**config.mk**
```make
export PLATFORM = sky130hd
export DESIGN_NAME = multi_flow_block_arbiter_flat
export DESIGN_NICKNAME = d
export VERILOG_FILES = /design/src/rtl/multi_flow_block_arbiter_if.sv /design/src/rtl/multi_flow_block_arbiter.sv /design/src/flat_wrapper.sv
export SDC_FILE = /design/constraint.sdc
export NUM_CORES = 1
export LEC_CHECK = 0
export ABC_CLOCK_PERIOD_IN_PS = 3400
export BUFFER_PORTS_ARGS = -buffer_cell sky130_fd_sc_hd__buf_4
export CORE_MARGIN = 4
export CORE_UTILIZATION = 56
export DETAILED_ROUTE_END_ITERATION = 8
export PLACE_DENSITY = 0.76
export SLEW_MARGIN = 20
export SYNTH_ARGS = -nofsm -noshare
export SYNTH_HDL_FRONTEND = slang
export SYNTH_SLANG_ARGS = --single-unit
```
**constraint.sdc**
```tcl
create_clock -name clk -period 3.4 [get_ports clk]
set_input_delay 0.34 -clock clk [delete_from_list [all_inputs] [get_ports clk]]
set_output_delay 0.34 -clock clk [all_outputs]
set_load 0.05 [all_outputs]
```
**src/rtl/multi_flow_block_arbiter_if.sv**
```systemverilog
// Bundle of per-flow input streams, merged tagged output stream and block status
// shared by the arbiter and whatever drives it.
interface multi_flow_block_arbiter_if #(
    parameter int unsigned DATA_W = 8,
    parameter int unsigned FLUX   = 2,
    parameter int unsigned LEN_W  = 16
);
    localparam int unsigned TAG_W = $clog2(FLUX);

    logic [LEN_W-1:0]         cfg_blk_len;
    logic [FLUX*DATA_W-1:0]   in_din;
    logic [FLUX-1:0]          in_last;
    logic [FLUX-1:0]          in_write;
    logic [FLUX-1:0]          in_full;
    logic [FLUX-1:0]          in_ovf;
    logic [TAG_W+DATA_W-1:0]  out_din;
    logic                     out_last;
    logic                     out_write;
    logic                     out_full;
    logic [TAG_W-1:0]         cur_flow;
    logic                     blk_done;

    modport master (
        output cfg_blk_len, in_din, in_last, in_write, out_full,
        input  in_full, in_ovf, out_din, out_last, out_write, cur_flow, blk_done
    );

    modport slave (
        input  cfg_blk_len, in_din, in_last, in_write, out_full,
        output in_full, in_ovf, out_din, out_last, out_write, cur_flow, blk_done
    );
endinterface

```
**src/rtl/multi_flow_block_arbiter.sv**
```systemverilog
// Merges FLUX buffered pixel flows into one {tag, data} stream, granting
// round-robin one block at a time with a run-time block length.
module multi_flow_block_arbiter #(
    parameter int unsigned DATA_W = 8,
    parameter int unsigned FLUX   = 2,
    parameter int unsigned DEPTH  = 16,
    parameter int unsigned LEN_W  = 16
) (
    input logic clk,
    input logic rst,
    multi_flow_block_arbiter_if.slave bus
);
    localparam int unsigned TAG_W = $clog2(FLUX);
    localparam int unsigned PTR_W = $clog2(DEPTH);
    localparam int unsigned CNT_W = PTR_W + 1;

    typedef enum logic {IDLE, BURST} state_t;

    logic [DATA_W:0]    mem    [FLUX][DEPTH];
    logic [PTR_W-1:0]   wr_ptr [FLUX];
    logic [PTR_W-1:0]   rd_ptr [FLUX];
    logic [CNT_W-1:0]   fcnt   [FLUX];
    logic [CNT_W-1:0]   fcnt_nx[FLUX];
    logic [FLUX-1:0]    full_q;
    logic [FLUX-1:0]    ovf_q;
    logic [FLUX-1:0]    push;
    logic [FLUX-1:0]    pop;

    state_t             state_q, state_d;
    logic [TAG_W-1:0]   cur_q, cur_d;
    logic [TAG_W-1:0]   last_grant_q, last_grant_d;
    logic [LEN_W-1:0]   cnt_q, cnt_d;
    logic               pop_c;
    logic               done_c;
    logic               hit;
    logic [TAG_W-1:0]   scand;
    int unsigned        sidx;
    logic [DATA_W:0]    rd_elem;

    logic [TAG_W+DATA_W-1:0] out_din_q;
    logic                    out_last_q;
    logic                    out_write_q;
    logic                    blk_done_q;

    assign rd_elem = mem[cur_q][rd_ptr[cur_q]];

    // A write only lands when the registered full flag is clear; a same-edge pop does not help.
    always_comb begin
        push = '0;
        pop  = '0;
        for (int unsigned i = 0; i < FLUX; i++) begin
            push[i]    = bus.in_write[i] && !full_q[i];
            pop[i]     = pop_c && (cur_q == TAG_W'(i));
            fcnt_nx[i] = fcnt[i] + CNT_W'(push[i]) - CNT_W'(pop[i]);
        end
    end

    always_ff @(posedge clk) begin
        for (int unsigned i = 0; i < FLUX; i++) begin
            if (push[i]) begin
                mem[i][wr_ptr[i]] <= {bus.in_last[i], bus.in_din[i*DATA_W +: DATA_W]};
            end
        end
    end

    always_ff @(posedge clk) begin
        if (rst) begin
            for (int unsigned i = 0; i < FLUX; i++) begin
                wr_ptr[i] <= '0;
                rd_ptr[i] <= '0;
                fcnt[i]   <= '0;
            end
            full_q <= '0;
            ovf_q  <= '0;
        end else begin
            for (int unsigned i = 0; i < FLUX; i++) begin
                if (push[i]) wr_ptr[i] <= wr_ptr[i] + PTR_W'(1);
                if (pop[i])  rd_ptr[i] <= rd_ptr[i] + PTR_W'(1);
                fcnt[i]   <= fcnt_nx[i];
                full_q[i] <= (fcnt_nx[i] == CNT_W'(DEPTH));
                if (bus.in_write[i] && full_q[i]) ovf_q[i] <= 1'b1;
            end
        end
    end

    always_ff @(posedge clk) begin
        if (rst) begin
            state_q      <= IDLE;
            cur_q        <= '0;
            last_grant_q <= TAG_W'(FLUX - 1);
            cnt_q        <= '0;
            out_din_q    <= '0;
            out_last_q   <= 1'b0;
            out_write_q  <= 1'b0;
            blk_done_q   <= 1'b0;
        end else begin
            state_q      <= state_d;
            cur_q        <= cur_d;
            last_grant_q <= last_grant_d;
            cnt_q        <= cnt_d;
            out_write_q  <= pop_c;
            blk_done_q   <= done_c;
            if (pop_c) begin
                out_din_q  <= {cur_q, rd_elem[DATA_W-1:0]};
                out_last_q <= rd_elem[DATA_W];
            end
        end
    end

    // Grant search in IDLE, one pop per cycle in BURST until length or last marker.
    always_comb begin
        state_d      = state_q;
        cur_d        = cur_q;
        last_grant_d = last_grant_q;
        cnt_d        = cnt_q;
        pop_c        = 1'b0;
        done_c       = 1'b0;
        hit          = 1'b0;
        scand        = '0;
        sidx         = 0;
        case (state_q)
            IDLE: begin
                for (int unsigned k = 1; k <= FLUX; k++) begin
                    sidx = 32'(last_grant_q) + k;
                    if (sidx >= FLUX) sidx = sidx - FLUX;
                    if (!hit && (fcnt[TAG_W'(sidx)] != '0)) begin
                        hit   = 1'b1;
                        scand = TAG_W'(sidx);
                    end
                end
                if (hit) begin
                    cur_d        = scand;
                    last_grant_d = scand;
                    cnt_d        = (bus.cfg_blk_len == '0) ? LEN_W'(1) : bus.cfg_blk_len;
                    state_d      = BURST;
                end
            end
            BURST: begin
                if ((fcnt[cur_q] != '0) && !bus.out_full) begin
                    pop_c = 1'b1;
                    cnt_d = cnt_q - LEN_W'(1);
                    if ((cnt_q == LEN_W'(1)) || rd_elem[DATA_W]) begin
                        done_c  = 1'b1;
                        state_d = IDLE;
                    end
                end
            end
            default: state_d = IDLE;
        endcase
    end

    assign bus.in_full   = full_q;
    assign bus.in_ovf    = ovf_q;
    assign bus.out_din   = out_din_q;
    assign bus.out_last  = out_last_q;
    assign bus.out_write = out_write_q;
    assign bus.cur_flow  = cur_q;
    assign bus.blk_done  = blk_done_q;
endmodule

```
**src/flat_wrapper.sv**
```systemverilog
// flat-port wrapper written by rule: the top's interface ports become plain ports
module multi_flow_block_arbiter_flat 
#(
    parameter int unsigned DATA_W = 8,
    parameter int unsigned FLUX   = 2,
    parameter int unsigned DEPTH  = 16,
    parameter int unsigned LEN_W  = 16
)
  (clk, rst, bus_cfg_blk_len, bus_in_din, bus_in_last, bus_in_write, bus_out_full, bus_in_full, bus_in_ovf, bus_out_din, bus_out_last, bus_out_write, bus_cur_flow, bus_blk_done);
  multi_flow_block_arbiter_if #(.DATA_W(DATA_W), .FLUX(FLUX), .LEN_W(LEN_W)) bus_i ();
  input logic clk;
  input logic rst;
  input wire logic [$bits(bus_i.cfg_blk_len)-1:0] bus_cfg_blk_len;
  input wire logic [$bits(bus_i.in_din)-1:0] bus_in_din;
  input wire logic [$bits(bus_i.in_last)-1:0] bus_in_last;
  input wire logic [$bits(bus_i.in_write)-1:0] bus_in_write;
  input wire logic [$bits(bus_i.out_full)-1:0] bus_out_full;
  output wire logic [$bits(bus_i.in_full)-1:0] bus_in_full;
  output wire logic [$bits(bus_i.in_ovf)-1:0] bus_in_ovf;
  output wire logic [$bits(bus_i.out_din)-1:0] bus_out_din;
  output wire logic [$bits(bus_i.out_last)-1:0] bus_out_last;
  output wire logic [$bits(bus_i.out_write)-1:0] bus_out_write;
  output wire logic [$bits(bus_i.cur_flow)-1:0] bus_cur_flow;
  output wire logic [$bits(bus_i.blk_done)-1:0] bus_blk_done;
  assign bus_i.cfg_blk_len = bus_cfg_blk_len;
  assign bus_i.in_din = bus_in_din;
  assign bus_i.in_last = bus_in_last;
  assign bus_i.in_write = bus_in_write;
  assign bus_i.out_full = bus_out_full;
  assign bus_in_full = bus_i.in_full;
  assign bus_in_ovf = bus_i.in_ovf;
  assign bus_out_din = bus_i.out_din;
  assign bus_out_last = bus_i.out_last;
  assign bus_out_write = bus_i.out_write;
  assign bus_cur_flow = bus_i.cur_flow;
  assign bus_blk_done = bus_i.blk_done;
  multi_flow_block_arbiter #(.DATA_W(DATA_W), .FLUX(FLUX), .DEPTH(DEPTH), .LEN_W(LEN_W)) u_core (.clk(clk), .rst(rst), .bus(bus_i));
endmodule
```
Yosys cells after proc, flatten, opt, wreduce, memory -nomap -nowiden
Memories as Yosys holds them, arrays and structs flattened. A register that Yosys moved wholly into a read port is not among the register bits.
Index checks and enable logic that the tools add are counted.
{"block": "word_totals", "ff_bits": 35, "mem_bits_rw": 314, "inputBits": 39, "elab_cells": 131, "n_memories": 4}
{"name": "u_core.mem", "depth": 2, "width": 144, "rd": 1, "rd_clocked_by_memory_dff": 1, "wr": 2, "line_no": "multi_flow_block_arbiter.sv:19", "source": "logic [DATA_W:0] mem [FLUX][DEPTH];"}
{"name": "u_core.fcnt", "depth": 2, "width": 5, "rd": 5, "rd_clocked_by_memory_dff": 1, "wr": 2, "line_no": "multi_flow_block_arbiter.sv:22", "source": "logic [CNT_W-1:0] fcnt [FLUX];"}
{"name": "u_core.rd_ptr", "depth": 2, "width": 4, "rd": 3, "rd_clocked_by_memory_dff": 1, "wr": 2, "line_no": "multi_flow_block_arbiter.sv:21", "source": "logic [PTR_W-1:0] rd_ptr [FLUX];"}
{"name": "u_core.wr_ptr", "depth": 2, "width": 4, "rd": 2, "rd_clocked_by_memory_dff": 0, "wr": 2, "line_no": "multi_flow_block_arbiter.sv:20", "source": "logic [PTR_W-1:0] wr_ptr [FLUX];"}
{"block": "op_classes", "add_sub_neg": 13, "order_cmp": 7, "n_eq_ne": 5, "mux": 57, "bitwise_logic": 12, "n_reduce_logical": 22}
{"operator": "2-to-1 mux 144 bit", "count": 2}
{"operator": "demux 9 bit (select 4 bit)", "count": 2}
{"operator": "2-to-1 mux 16 bit", "count": 3}
{"operator": "2-to-1 mux 1 bit", "count": 37}
{"operator": "binary-select mux 9 bit (select 4 bit)", "count": 1}
{"operator": "2-to-1 mux 9 bit", "count": 4}
{"operator": "case mux 16 bit (2 select lines)", "count": 1}
{"operator": "adder 4 x 1 -> 4 bit (second input constant)", "count": 4}
{"operator": "== test 16 x 1 -> 1 bit (second input constant)", "count": 1}
{"operator": "logical NOT 16 bit", "count": 1}
{"operator": "2-to-1 mux 4 bit", "count": 4}
{"operator": "subtractor 16 x 1 -> 16 bit (second input constant)", "count": 1}
{"operator": ">= comparator 5 bit (second input constant)", "count": 3}
{"operator": "NOT 4 -> 5 bit", "count": 3}
{"operator": "nonzero test 5 bit", "count": 3}
{"operator": "adder 5 x 1 -> 5 bit", "count": 2}
{"operator": "== test 5 bit (second input constant)", "count": 2}
{"operator": "logical AND 1 bit", "count": 10}
{"operator": "less-than comparator 5 x 1 -> 1 bit (second input constant)", "count": 2}
{"operator": "2-to-1 mux 5 bit", "count": 2}
{"operator": "subtractor 5 x 1 -> 5 bit", "count": 2}
{"operator": "OR 1 bit", "count": 6}
{"operator": "logical NOT 1 bit", "count": 4}
{"operator": "AND reduction 2 bit", "count": 2}
{"operator": "other kinds (11)", "count": 14}

Depth between registers and ports, before layout
Gate-level depths: netlist of the first run.
An unclocked memory read counts as a cell.
{"block": "logic_depth", "ltp_word": 15, "mapped_depth": 16, "depth_no_buf": 15}

Worst setup path before layout of the first run
No wires, ideal clock.
{"block": "synth_path", "path_kind": "register to register", "startpoint": "mem u_core.fcnt[1][1] (netlist name)", "endpoint": "reg u_core.full_q[1] (netlist: u_core.bus.in_full[1])", "setup_ns": 0.116, "arrival_ns": 3.179, "setup_slack_ns": 0.105, "stages_incl_launch_ff": 17, "n_path_buf": 1, "synth_period_minus_slack_ns": 3.295, "cell_sequence": "dfxtp_1 > or4_1 > nor2_1 > a211oi_1 > and2_0 > clkbuf_1 > nand2_1 > inv_1 > ha_1 > inv_1 > ha_1 > fa_1 > a21o_1 > a21oi_1 > xnor2_1 > nor2_1 > and4_1"}
{"element": "start: declaration", "line_no": "multi_flow_block_arbiter.sv:22"}
{"element": "end signal: indexed assignment", "line_no": "multi_flow_block_arbiter.sv:80", "source": "full_q[i] <= (fcnt_nx[i] == CNT_W'(DEPTH));"}
{"element": "end: declaration", "line_no": "multi_flow_block_arbiter.sv:24", "source": "logic [FLUX-1:0] full_q;"}

==> run_results.csv, run 1 <==
group,metric,value,unit
timing,setup_tns,0,ns
grt,antenna_found_initial,1,
synthesis,synthCells,999,
timing,relSlewSlack,38.5,%
placed_design,hpwl,20200,um
worst_setup_path,critPathKind,"reg -> reg",
die,row_count,58,
detailed_routing,viasPerCell,6.06,
timing,finalSetupViolCount,0,
timing,clock-skew-final,0.0206,ns
outcome,status,"completed",
timing,report.final.slew_viol_count,0,
synthesis,ys_warn_count,0,
cells_and_area,final_cells,1433,
clock_tree,postCtsHoldBufs,0,
placed_design,gp_congestion,0.815,
detailed_routing,wl,31800,um
cells_and_area,nNetsFinal,1140,
power,p_per_area,771,nW/um^2
worst_setup_path,end_kind,"flip-flop",
clock_tree,cts_tree,"done",
worst_setup_path,worstPathRequired,3.82,ns
grt,grt_pass1_wl,48400,um
timing,min_period_over_period,94.8,%
synthesis,synth_async_sr_flop_share,0,%
placed_design,dp_slack,0.0968,ns
power,total_power,12.8,mW
power,power_frac_comb,28.2,%
synthesis,ys_top_cells_by_area,"edfxtp_1 63%, dfxtp_1 6.3%, mux4_2 5.2%",
cells_and_area,diodes,0,
worst_setup_path,crit_slowest_cell,"or4_4",
clock_tree,clockRootBuffer,"clkbuf_16",
worst_setup_path,crit_chain,"or4_4 > nor2_2 > a211oi_2 > and2_0 > nand2_1 > inv_1 > ha_1 > inv_1 > ha_1 > fa_2 > a21o_1 > a21oi_2 > xnor2_1 > nor2_1 > and4_1",
synthesis,ys.flop_type,"edfxtp_1",
placed_design,place_inst,1369,
synthesis,synthTopCellsByCount,"304 x edfxtp_1, 111 x nand2_1, 66 x mux2i_1",
worst_setup_path,cp_data_arrival_time,3.64,ns
grt,grt_pass1_vias,8388,
synthesis,yosysTopAreaCell,"edfxtp_1",
timing,final-hold-violation-count,0,
detailed_routing,drt-pass1-iter-count,5,
synthesis,ys_seq_elements,350,
placed_design,io_buffers,55,
die,ioPinCount,56,
worst_setup_path,cp-start-kind,"flip-flop",
detailed_routing,wl_per_cell,22.2,um
clock_tree,cts_made_buffers,36,
timing,fmaxAchievable,310,MHz
die,dieArea,28700,sq um
grt,grt_max_degree,49,
die,start_util,57.5,%
timing,min_period,3.22,ns
synthesis,synth_area,14600,sq um
clock_tree,post_cts_buffers,0,
synthesis,synth.distinct_cells,54,
power,p_seq_share,42.3,%
cells_and_area,drive_gt1_share,18.2,%
clock_tree,clk_pin_slew_worst_paths,0.06,ns
synthesis,synth.avg_cell_area,14.6,sq um
clock_tree,cts_max_path_buffers,3,
synthesis,synth_top_cell_area_share,62.5,%
clock_tree,insertion_delay,0.52,ns
power,swShare,31.5,%
die,core,25400,sq um
detailed_routing,drc,0,
min_path,hp-class,"in -> reg",
power,ir_worst_vdd,0.000596,V
synthesis,yosys.cell_count.top_type,"edfxtp_1",
detailed_routing,drtAntennaViolNets,0,
clock_tree,clock_sinks,350,
synthesis,yosysSeqAreaShare,68.9,%
power,p_clk_share,29.5,%
clock_tree,cts_resized,0,
synthesis,synth_edf_count,304,
timing,fin_ws,0.176,ns
worst_setup_path,cp_slowest_stage_delay,0.55,ns
grt,track_usage,22.1,%
cells_and_area,fin_util,65.6,%
cells_and_area,synthToLayoutAreaGrowth,14.1,%
power,leakagePower,5.82,nW
power,p_int,8.80,mW
run,drv_cap,0,
power,switching_power,4.05,mW
grt,overflow,0,
clock_tree,cts_max_level,2,
worst_setup_path,worstPathMaxFanout,5,
detailed_routing,vias,8685,
timing,worst_slew_pin_slew,0.920,ns
die,die-height,169,um
detailed_routing,drt-initial-drc-count,996,
synthesis,synth_nets,1062,
timing,grt_setup_unrepaired,"no",
die,die_width,169,um
worst max-delay path: cells and delay by family (launching register included):
kind                     cells  cell delay (ns)
XOR/XNOR                     1             0.12
flip-flops                   1             0.33
adder cells (fa/ha/maj)      3             0.84
AO/OA/AOI/OAI                3             0.44
buffers and inverters        2             0.10
AND/OR/NAND/NOR              6             1.26
cells in the final DEF, fill, tap and decap left out, drive strengths merged, types with 7 or more instances in the layout:
master	instances
a31oi	12
o22ai	8
clkbuf	43
edfxtp	304
nor2b	8
buf	92
mux2	9
a21oi	38
dfxtp	46
inv	32
nor2	55
clkinv	14
nand2b	9
and2	20
ha	22
xnor2	7
nor3	13
nand3	41
mux2i	67
a211oi	16
xor2	9
nand2	111
mux4	34
o21ai	13
a32oi	10
state kept, by name, summed over array words and instances (netlist names), named ones only:
| register | cells |
|---|---|
| u_core.bus.blk_done | 1 |
| u_core.bus.in_full | 2 |
| u_core.bus.out_din | 9 |
| u_core.cnt_q | 16 |
| u_core.bus.out_write | 1 |
| u_core.bus.out_last | 1 |
| u_core.state_q | 1 |
| u_core.bus.in_ovf | 2 |
| u_core.last_grant_q | 1 |
| u_core.fcnt | 10 |
| u_core.rd_ptr | 8 |
| u_core.mem | 288 |
| u_core.bus.cur_flow | 1 |
| u_core.wr_ptr | 8 |
cell type report:
| cell class | instances | area, sq um |
|---|---|---|
| fill | 1749 | 8740 |
| sequential | 350 | 10000 |
| tap | 330 | 413 |
| multi-input combinational | 567 | 4230 |
| timing repair buffer | 92 | 716 |
| clock inverter | 21 | 190 |
| inverter | 30 | 113 |
| clock buffer | 43 | 948 |
per-stage QoR:
step	hold WS [ns]	cell area, sq um
final	0.0540	16700
after global routing	0.0869	16700
after CTS	0.0461	16600
after detailed placement	0.460	15500
after global placement	0.451	15500
after floorplan	0.439	14600
per-layer routing:
layer,up-vias,wire length (um),GRT usage [%]
met5,-,18,0
met4,2,680,6.97
met1,4337,13700,32.9
met2,353,15000,34.1
li1,3951,-,-
met3,42,2400,3.75
cells by family after synthesis:
family	share of synthesized area, %
multiplexers	10.6
AND/OR/NAND/NOR	9.11
buffers and inverters	2.37
AO/OA/AOI/OAI	5.96
adder cells (fa/ha/maj)	2.16
flip-flops	68.9
XOR/XNOR	0.960
path summary, 6_finish.rpt:
check                                      from  depth (start not counted)  slack, ns                                  to
min reg2reg  u_core.bus.out_din[2]$_SDFFE_PP0N_                          2       0.46  u_core.bus.out_din[2]$_SDFFE_PP0N_
max reg2reg        u_core.fcnt[1][1]$_SDFF_PP0_                         15       0.18    u_core.bus.in_full[1]$_SDFF_PP0_
min                             bus_in_write[1]                          3       0.05   u_core.bus.in_ovf[1]$_SDFFE_PP0P_
max                u_core.fcnt[1][1]$_SDFF_PP0_                         15       0.18    u_core.bus.in_full[1]$_SDFF_PP0_
power groups by stage:
stage          Combinational, mW  Clock [mW]  Sequential [mW]
3_3_place_gp                3.49           0             5.49
4_1_cts                     3.59        3.83             5.42
2_1_floorplan               2.41           0             5.60
6_report                    3.62        3.79             5.43
3_5_place_dp                3.56           0             5.51
5_1_grt                     3.97        4.04             5.48
Power figures use the tool's default switching activity.
==> run 2, diff against run 1 <==
--- a/config.mk
+++ b/config.mk
@@ -5,12 +5,13 @@
 export SDC_FILE = /design/constraint.sdc
 export NUM_CORES = 1
 export LEC_CHECK = 0
-export ABC_CLOCK_PERIOD_IN_PS = 3400
+export ABC_CLOCK_PERIOD_IN_PS = 3700
 export BUFFER_PORTS_ARGS = -buffer_cell sky130_fd_sc_hd__buf_4
-export CORE_MARGIN = 4
-export CORE_UTILIZATION = 56
+export CAP_MARGIN = 20
+export CORE_MARGIN = 2
+export CORE_UTILIZATION = 62
 export DETAILED_ROUTE_END_ITERATION = 8
-export PLACE_DENSITY = 0.76
+export PLACE_DENSITY = 0.8
 export SLEW_MARGIN = 20
 export SYNTH_ARGS = -nofsm -noshare
 export SYNTH_HDL_FRONTEND = slang
==> constraint.sdc (replaced) <==
create_clock -name clk -period 3.7 [get_ports clk]
set_input_delay 0.37 -clock clk [delete_from_list [all_inputs] [get_ports clk]]
set_output_delay 0.37 -clock clk [all_outputs]
set_load 0.05 [all_outputs]
==> run_results.csv, run 2 (synthesis gave the netlist of run 1 again) <==
group,metric,value,unit
outcome,status,"completed",
worst_setup_path,worstPathMaxFanout,5,
cells_and_area,layout_commonest_cell,"edfxtp_1",
die,dieArea,24800,sq um
detailed_routing,wl,32200,um
grt,grt_max_degree,49,
timing,finalSetupViolCount,0,
placed_design,dp_slack,0.256,ns
clock_tree,cts_max_level,2,
die,die_width,157,um
worst_setup_path,crit_chain,"or4_1 > nor2_2 > a211oi_1 > and2_0 > nand2_1 > inv_1 > ha_1 > inv_1 > ha_1 > fa_1 > a21o_1 > a21oi_1 > xnor2_1 > nor2_1 > and4_1",
power,total_power,11.6,mW
worst_setup_path,cp-start-kind,"flip-flop",
timing,min_period,3.41,ns
timing,fmaxAchievable,293,MHz
timing,worst_slew_pin_slew,1.11,ns
timing,fin_ws,0.286,ns
cells_and_area,mostFrequentLayoutCells,"304 x edfxtp_1, 111 x nand2_1, 86 x buf_4",
die,row_count,56,
detailed_routing,drtAntennaViolNets,0,
worst_setup_path,cp_data_arrival_time,3.81,ns
cells_and_area,synthToLayoutAreaGrowth,13.1,%
grt,overflow,0,
power,p_per_area,701,nW/um^2
worst_setup_path,end_kind,"flip-flop",
die,core,23300,sq um
clock_tree,insertion_delay,0.51,ns
timing,grt_setup_unrepaired,"no",
timing,clock-skew-final,0.0159,ns
die,start_util,62.7,%
die,ioPinCount,56,
worst_setup_path,critPathKind,"reg -> reg",
grt,antenna_found_initial,1,
clock_tree,clock_sinks,350,
clock_tree,post_cts_buffers,0,
worst_setup_path,cp_slowest_stage_delay,0.59,ns
placed_design,hpwl,20100,um
worst_setup_path,worstPathRequired,4.09,ns
cells_and_area,fillers,1464,
die,die-height,157,um
min_path,hp-class,"in -> reg",
detailed_routing,drt-pass1-iter-count,6,
timing,final-hold-violation-count,0,
clock_tree,clockRootBuffer,"clkbuf_16",
power,ir_worst_vdd,0.000366,V
detailed_routing,drt-initial-drc-count,1330,
cells_and_area,drive_gt1_share,17.1,%
placed_design,gp_congestion,0.802,
clock_tree,cts_tree,"done",
detailed_routing,wl_per_cell,22.8,um
timing,setup_tns,0,ns
cells_and_area,largest_register_ffs,288,
grt,grt_pass1_wl,48600,um
grt,grt_pass1_vias,8459,
clock_tree,cts_made_buffers,35,
timing,min_period_over_period,92.3,%
clock_tree,clk_pin_slew_worst_paths,0.05,ns
detailed_routing,vias,8835,
cells_and_area,nNetsFinal,1134,
worst_setup_path,crit_slowest_cell,"or4_1",
grt,track_usage,26.5,%
timing,relSlewSlack,25.9,%
run,drv_cap,0,
detailed_routing,drc,0,
detailed_routing,viasPerCell,6.24,
timing,report.final.slew_viol_count,0,
clock_tree,cts_max_path_buffers,3,
power,leakagePower,5.75,nW
placed_design,io_buffers,55,
[run 2: changes by cell type in the layout (fill, tap and decap cells not counted), moves of 2 or more]
| cell | previous run | this run |
|---|---|---|
| inv_6 | 2 | 0 |
| buf_4 | 90 | 86 |
| clkbuf_1 | 6 | 8 |
| bufinv_16 | 3 | 1 |
[run 2: final timing paths]
kind,startpoint,endpoint,cells after the start,slack [ns]
hold / removal,bus_in_write[1],u_core.bus.in_ovf[1]$_SDFFE_PP0P_,3,0.10
hold reg to reg,u_core.bus.out_din[5]$_SDFFE_PP0N_,u_core.bus.out_din[5]$_SDFFE_PP0N_,2,0.45
setup reg to reg,u_core.fcnt[1][1]$_SDFF_PP0_,u_core.bus.in_full[1]$_SDFF_PP0_,15,0.29
setup / recovery,u_core.fcnt[1][1]$_SDFF_PP0_,u_core.bus.in_full[1]$_SDFF_PP0_,15,0.29
[run 2: cell type report]
type / instances / area, sq um / area share [%]
flip-flops and latches: 350 / 10000 / 60.9
inverters: 30 / 113 / 0.682
well taps: 319 / 399 / 2.42
multi-input cells: 567 / 4210 / 25.5
diodes: 1 / 2.50 / 0.0152
repair buffers: 87 / 666 / 4.03
clock buffers: 45 / 956 / 5.79
clock inverters: 16 / 104 / 0.629
[run 2: power breakdown]
group	internal [mW]	switching [mW]
logic	1.28	2.01
clock network	1.89	1.38
registers	4.72	0.290
[run 2: metrics by stage]
stage / instances / hold slack [ns] / util [%] / cell area (sq um)
finish: 1415 / 0.104 / 70.9 / 16500
global route: 1414 / 0.114 / 70.9 / 16500
CTS: 1413 / 0.0981 / 70.9 / 16500
detailed placement: 1352 / 0.448 / 66.3 / 15400
global placement: 1352 / 0.444 / 66.3 / 15400
floorplan: 999 / 0.454 / - / 14600
[run 2: timing repair]
| action | CTS | global route |
|---|---|---|
| setup endpoints to repair | 0 | 1 |
| hold buffers | 0 | 0 |
| gates resized for setup | 0 | 1 |
[run 2: layer usage]
| layer | wire length [um] | track usage, % | part of all wire (%) |
|---|---|---|---|
| met1 | 12900 | 36.4 | 40 |
| met3 | 2840 | 5.04 | 8.8 |
| met2 | 15400 | 43.0 | 48 |
| met5 | 0 | 0 | 0 |
| met4 | 1040 | 9.48 | 3.2 |
[run 2: critical path: cells and delay by family (launching register included)]
kind	cells	cell delay, ns
xor gates and xnor gates	1	0.14
and+or+nand+nor	6	1.37
adders and majority gates	3	0.88
DFF	1	0.32
buffers and inverters	2	0.10
AOI/OAI and AO/OA	3	0.52
